==> config.mk <==
export PLATFORM = sky130hd
export DESIGN_NAME = cell_link_arb_scheduler
export DESIGN_NICKNAME = d
export VERILOG_FILES = /design/src/rtl/cell_link_arb_scheduler.sv
export SDC_FILE = /design/constraint.sdc
export NUM_CORES = 1
export LEC_CHECK = 0
export ABC_AREA = 1
export BUFFER_PORTS_ARGS = -buffer_cell sky130_fd_sc_hd__buf_2
export CORE_MARGIN = 1
export CORE_UTILIZATION = 40
export CTS_BUF_LIST = sky130_fd_sc_hd__clkbuf_8
export DETAILED_ROUTE_END_ITERATION = 10
export PLACE_DENSITY_LB_ADDON = 0.3
export SLEW_MARGIN = 30
export SYNTH_ARGS = -nofsm -noshare
export SYNTH_HDL_FRONTEND = slang
export SYNTH_SLANG_ARGS = --single-unit
export TNS_END_PERCENT = 100
==> constraint.sdc <==
create_clock -name ACLK -period 4 [get_ports ACLK]
set_input_delay 0.2 -clock ACLK [delete_from_list [all_inputs] [get_ports ACLK]]
set_output_delay 0.2 -clock ACLK [all_outputs]
set_load 0.005 [all_outputs]
==> src/rtl/cell_link_arb_scheduler.sv <==
// Windowed per-link packet quota scheduler: counts packet ends on two observed streams
// and suppresses a link's arbitration request once its quota for the window is reached.
module cell_link_arb_scheduler (
  input  logic        ACLK,
  input  logic        ARESETN,
  input  logic        enable,
  input  logic [15:0] window_len,
  input  logic [7:0]  s00_quota,
  input  logic [7:0]  s01_quota,
  input  logic        s00_tvalid,
  input  logic        s00_tlast,
  input  logic        s01_tvalid,
  input  logic        s01_tlast,
  output logic        s00_arb_req_suppress,
  output logic        s01_arb_req_suppress,
  output logic [7:0]  s00_pkt_count,
  output logic [7:0]  s01_pkt_count,
  output logic        window_strobe
);

  localparam int unsigned NumLinks = 2;
  localparam logic [7:0] CountMax = 8'hff;

  logic [15:0] win_q, win_d;
  logic [15:0] reload;
  logic        boundary;
  logic        strobe_q, strobe_d;

  logic [NumLinks-1:0] pkt_end;
  logic [NumLinks-1:0] supp_q, supp_d;
  logic [7:0]          quota   [NumLinks];
  logic [7:0]          count_q [NumLinks];
  logic [7:0]          count_d [NumLinks];

  assign pkt_end[0] = s00_tvalid & s00_tlast;
  assign pkt_end[1] = s01_tvalid & s01_tlast;
  assign quota[0]   = s00_quota;
  assign quota[1]   = s01_quota;

  // A zero window length behaves as a one-cycle window.
  assign reload   = (window_len == 16'd0) ? 16'd0 : window_len - 16'd1;
  assign boundary = enable && (win_q == 16'd0);

  always_comb begin
    win_d    = win_q;
    strobe_d = boundary;
    if (!enable || boundary) begin
      win_d = reload;
    end else begin
      win_d = win_q - 16'd1;
    end
  end

  // Boundary reloads the count with this cycle's packet end, so an end landing on the
  // boundary is charged to the new window.
  always_comb begin
    for (int k = 0; k < NumLinks; k++) begin
      count_d[k] = count_q[k];
      supp_d[k]  = 1'b0;
      if (!enable) begin
        count_d[k] = 8'd0;
      end else if (boundary) begin
        count_d[k] = pkt_end[k] ? 8'd1 : 8'd0;
      end else if (pkt_end[k] && (count_q[k] != CountMax)) begin
        count_d[k] = count_q[k] + 8'd1;
      end
      supp_d[k] = enable && (quota[k] != 8'd0) && (count_d[k] >= quota[k]);
    end
  end

  always_ff @(posedge ACLK or negedge ARESETN) begin
    if (!ARESETN) begin
      win_q    <= 16'd0;
      strobe_q <= 1'b0;
      supp_q   <= '0;
      for (int k = 0; k < NumLinks; k++) begin
        count_q[k] <= 8'd0;
      end
    end else begin
      win_q    <= win_d;
      strobe_q <= strobe_d;
      supp_q   <= supp_d;
      for (int k = 0; k < NumLinks; k++) begin
        count_q[k] <= count_d[k];
      end
    end
  end

  assign window_strobe        = strobe_q;
  assign s00_arb_req_suppress = supp_q[0];
  assign s01_arb_req_suppress = supp_q[1];
  assign s00_pkt_count        = count_q[0];
  assign s01_pkt_count        = count_q[1];

endmodule

==> out/qor.json <==
{
  "max-vdd-ir-drop": {"value": 0.138, "unit": "mV"},
  "totalWireLength": {"value": 6530, "unit": "um"},
  "number_of_i_o_pins": {"value": 58},
  "pwr_density_cell": {"value": 268, "unit": "mW/mm^2"},
  "area.growth.synth_to_final": {"value": 16.3, "unit": "%"},
  "status": {"value": "finished with violations"},
  "avg_vias_per_cell": {"value": 4.72},
  "tritoncts": {"value": "done"},
  "globalRouteOverflowTotal": {"value": 0},
  "ff_latch_area": {"value": 876, "unit": "sq um"},
  "detail_route.iter0.violations": {"value": 107},
  "synth_area_leaders": {"value": "sky130_fd_sc_hd__dfrtp_1, sky130_fd_sc_hd__nand2_1, sky130_fd_sc_hd__nor2_1"},
  "placeableCoreArea": {"value": 0.00721, "unit": "sq mm"},
  "crit_path_start_kind": {"value": "flip-flop"},
  "antenna_cells": {"value": 0},
  "final_worst_path_cycle_share": {"value": 60.0, "unit": "%"},
  "syn-cell-area": {"value": 0.00297, "unit": "sq mm"},
  "postSynthCellCount": {"value": 452},
  "setup_viol_count_final": {"value": 0},
  "placed_cell_area": {"value": 0.00334, "unit": "sq mm"},
  "start_util": {"value": 41.2, "unit": "%"},
  "drtAntennaViolNets": {"value": 0},
  "worstSetupEndpointType": {"value": "flip-flop"},
  "cpPeakStageDelay": {"value": 360, "unit": "ps"},
  "synthDominantAreaCellType": {"value": "sky130_fd_sc_hd__dfrtp_1"},
  "netlist-cell-type-count": {"value": 30},
  "tightestPinTransition": {"value": 792, "unit": "ps"},
  "fin_hold_ws": {"value": -12.2, "unit": "ps"},
  "cp_data_arrival_time": {"value": 2590, "unit": "ps"},
  "num-nets-final": {"value": 572},
  "grt_first_pass_wirelength": {"value": 11400, "unit": "um"},
  "rel_slew_slack": {"value": 47.2, "unit": "%"},
  "gp_congestion": {"value": 0.843},
  "min_path_type": {"value": "in -> async"},
  "tritoncts_num_sinks": {"value": 35},
  "ys_async_sr_fraction": {"value": 100, "unit": "%"},
  "grt_setup_unrepaired": {"value": "false"},
  "synth_edf_count": {"value": 0},
  "buffer_ports.inserted": {"value": 57},
  "route.vias.total": {"value": 2891},
  "cp.required": {"value": 4190, "unit": "ps"},
  "cts.repair.resized": {"value": 0},
  "critPathSlowestCell": {"value": "sky130_fd_sc_hd__dfrtp_1"},
  "design_power_total": {"value": 0.928, "unit": "mW"},
  "leak": {"value": 1.91, "unit": "nW"},
  "crit_path_max_fanout": {"value": 22},
  "holdBufCountCts": {"value": 0},
  "grt_use_total": {"value": 18.8, "unit": "%"},
  "tritoncts.num_buffers": {"value": 5},
  "wire_per_inst": {"value": 10.7, "unit": "um"},
  "layout-drive-gt1-share": {"value": 18.3, "unit": "%"},
  "clkTransAtPathRegs": {"value": 80, "unit": "ps"},
  "synth-main-ff-cell": {"value": "sky130_fd_sc_hd__dfrtp_1"},
  "ctsHtreeMaxLevel": {"value": 2},
  "grt_antenna_before_repair": {"value": 0},
  "dieWidth": {"value": 88.2, "unit": "um"},
  "timing.final.hold_violations": {"value": 35},
  "yosys-top-cells-count": {"value": "sky130_fd_sc_hd__nand2_1, sky130_fd_sc_hd__nor2_1, sky130_fd_sc_hd__inv_1, sky130_fd_sc_hd__dfrtp_1, sky130_fd_sc_hd__nand3_1"},
  "cts_post_setup_buffers_inserted": {"value": 0},
  "detailed_place_hpwl": {"value": 5400, "unit": "um"},
  "syn_avg_cell_area": {"value": 6.58, "unit": "sq um"},
  "worst_path_most_repeated_cell": {"value": "sky130_fd_sc_hd__nand2_1"},
  "max-clock-path-buffers": {"value": 2},
  "rr_startpoint": {"value": "win_q[0]"},
  "violated_checks": {"value": "negative hold slack"},
  "worstSkewPairLatency": {"value": 300, "unit": "ps"},
  "yosys.cell_count.top_type": {"value": "sky130_fd_sc_hd__nand2_1"},
  "finalCriticalPeriod": {"value": 2400, "unit": "ps"},
  "fmax": {"value": 0.417, "unit": "GHz"},
  "final_max_slew_viol_count": {"value": 0},
  "clockPowerShare": {"value": 36.1, "unit": "%"},
  "clock-root-buffer": {"value": "sky130_fd_sc_hd__clkbuf_8"},
  "chipHeight": {"value": 88.2, "unit": "um"},
  "die_area": {"value": 0.00778, "unit": "sq mm"},
  "power_switching_share": {"value": 29.9, "unit": "%"},
  "worstPathBufferInverterCount": {"value": 3},
  "remaining_drc_errors": {"value": 0},
  "final.setup.tns": {"value": 0, "unit": "ps"},
  "drtPass1Iterations": {"value": 4},
  "multi_input_comb_area": {"value": 0.00179, "unit": "sq mm"},
  "synth_warnings": {"value": 0},
  "via_count_of_the_first_global_routing_pass": {"value": 2666},
  "mappedNetlistNets": {"value": 512},
  "power_frac_seq": {"value": 42.9, "unit": "%"},
  "p_int": {"value": 0.651, "unit": "mW"},
  "grt_max_degree": {"value": 36},
  "critical-path-top-delay-family": {"value": "simple AND/OR/NAND/NOR gates"},
  "n_fill_cell": {"value": 735},
  "synth_top_area_share": {"value": 29.5, "unit": "%"},
  "finalClockSkew": {"value": 10.1, "unit": "ps"},
  "synth_sequential_area_ratio": {"value": 29.5, "unit": "%"},
  "timing.setup.critical_path_class": {"value": "reg -> reg"},
  "postSynthRegisterBits": {"value": 35},
  "power_switching": {"value": 0.277, "unit": "mW"},
  "floorplan.rows": {"value": 31},
  "cells_along_the_critical_path": {"value": "inv_1 -> ha_1 -> nand2_1 -> nor2_2 -> nand2_2 -> nand2_4 -> inv_2 -> o21ai_0 -> nor2_1 -> ha_1 -> a21oi_1 -> o21ai_0 -> nand2_1 -> nand3_1 -> nand2_1 -> inv_1"},
  "postLayoutCellArea": {"value": 0.00346, "unit": "sq mm"},
  "cp-startpoint": {"value": "win_q[0]"},
  "cap_viol_max_count": {"value": 0},
  "gate_power_share": {"value": 21.0, "unit": "%"}
}
## metal layers
metal | global-route usage, % | part of all wire [%]
met4 | 5.43 | 1.3
met1 | 23.2 | 47
met5 | 0 | 0
met3 | 3.92 | 4.6
met2 | 33.0 | 47
## stage by stage
step | utilization (%) | hold slack (ps) | setup slack (ps) | std cells
final | 47.9 | -12.2 | 1600 | 612
after global routing | 47.9 | 42.7 | 1280 | 612
after CTS | 47.9 | 4.09 | 1570 | 612
after detailed placement | 46.3 | 334 | 1570 | 604
after global placement | 46.3 | 327 | 1640 | 604
after floorplan | - | -95.6 | 1910 | 452
## flip-flops by register name, indices dropped and copies added (netlist names)
signal and count:
s00_pkt_count 8, s01_pkt_count 8, win_q 16, window_strobe 1, supp_q 2
## kinds of logic (layout without fill, tap and decap cells)
group	count (synthesis)	after routing	synth area share, %
AOI/OAI and AO/OA	41	41	8.63
xor gates and xnor gates	14	14	4.12
adders and majority gates	21	21	8.84
buffers and inverters	74	135	10.2
DFF	35	35	29.5
and+or+nand+nor	267	267	38.7
## cell type report
cell class                      count  share of cell area, %
Clock buffer                        6                   2.39
Tap cell                           99                   3.58
Multi-Input combinational cell    343                   51.8
Sequential cell                    35                   25.3
Clock inverter                      2                   1.01
Timing Repair Buffer               57                   8.25
Inverter                           70                   7.60
## power groups by stage
stage | sequential [mW] | clock [mW] | combinational (mW)
2_1_floorplan | 0.400 | 0 | 0.136
5_1_grt | 0.401 | 0.359 | 0.227
3_3_place_gp | 0.404 | 0 | 0.193
6_report | 0.398 | 0.335 | 0.195
4_1_cts | 0.398 | 0.345 | 0.198
3_5_place_dp | 0.405 | 0 | 0.197
## worst register-to-register path, stage by stage (launching register included)
cell                      delay [ps]
sky130_fd_sc_hd__dfrtp_1         360
sky130_fd_sc_hd__inv_1            90
sky130_fd_sc_hd__ha_1            220
sky130_fd_sc_hd__nand2_1          80
sky130_fd_sc_hd__nor2_2           50
sky130_fd_sc_hd__nand2_2          70
sky130_fd_sc_hd__nand2_4         130
sky130_fd_sc_hd__inv_2           320
sky130_fd_sc_hd__o21ai_0         160
sky130_fd_sc_hd__nor2_1          150
sky130_fd_sc_hd__ha_1            260
sky130_fd_sc_hd__a21oi_1         130
sky130_fd_sc_hd__o21ai_0          80
sky130_fd_sc_hd__nand2_1          60
sky130_fd_sc_hd__nand3_1          60
sky130_fd_sc_hd__nand2_1          60
sky130_fd_sc_hd__inv_1            40
## path summary, 6_finish.rpt
kind | to | slack, ps | depth (start not counted)
max | supp_q[1] | 1600 | 16
min | window_strobe | -10 | 1
max reg2reg | supp_q[1] | 1600 | 16
min reg2reg | window_strobe | 580 | 3
max in group asynchronous | s01_pkt_count[0] | 3510 | 1
min in group ACLK | win_q[0] | 120 | 2
## layout by cell type, fill, tap and decap left out, drive strengths merged
cell / Yosys / routed
clkinv: 0 / 1
inv: 70 / 70
nor4: 1 / 1
dfrtp: 35 / 35
a21oi: 12 / 12
clkbuf: 0 / 6
nand3b: 4 / 4
a41oi: 1 / 1
nand3: 30 / 30
o21a: 2 / 2
nand4: 8 / 8
bufinv: 0 / 1
and2: 1 / 1
o21bai: 1 / 1
nor3: 6 / 6
xor2: 8 / 8
nor2: 83 / 83
o21ai: 23 / 23
xnor2: 6 / 6
nor3b: 1 / 1
ha: 21 / 21
buf: 4 / 57
o22ai: 2 / 2
nand2: 131 / 131
or2: 2 / 2
Power figures use the tool's default switching activity.
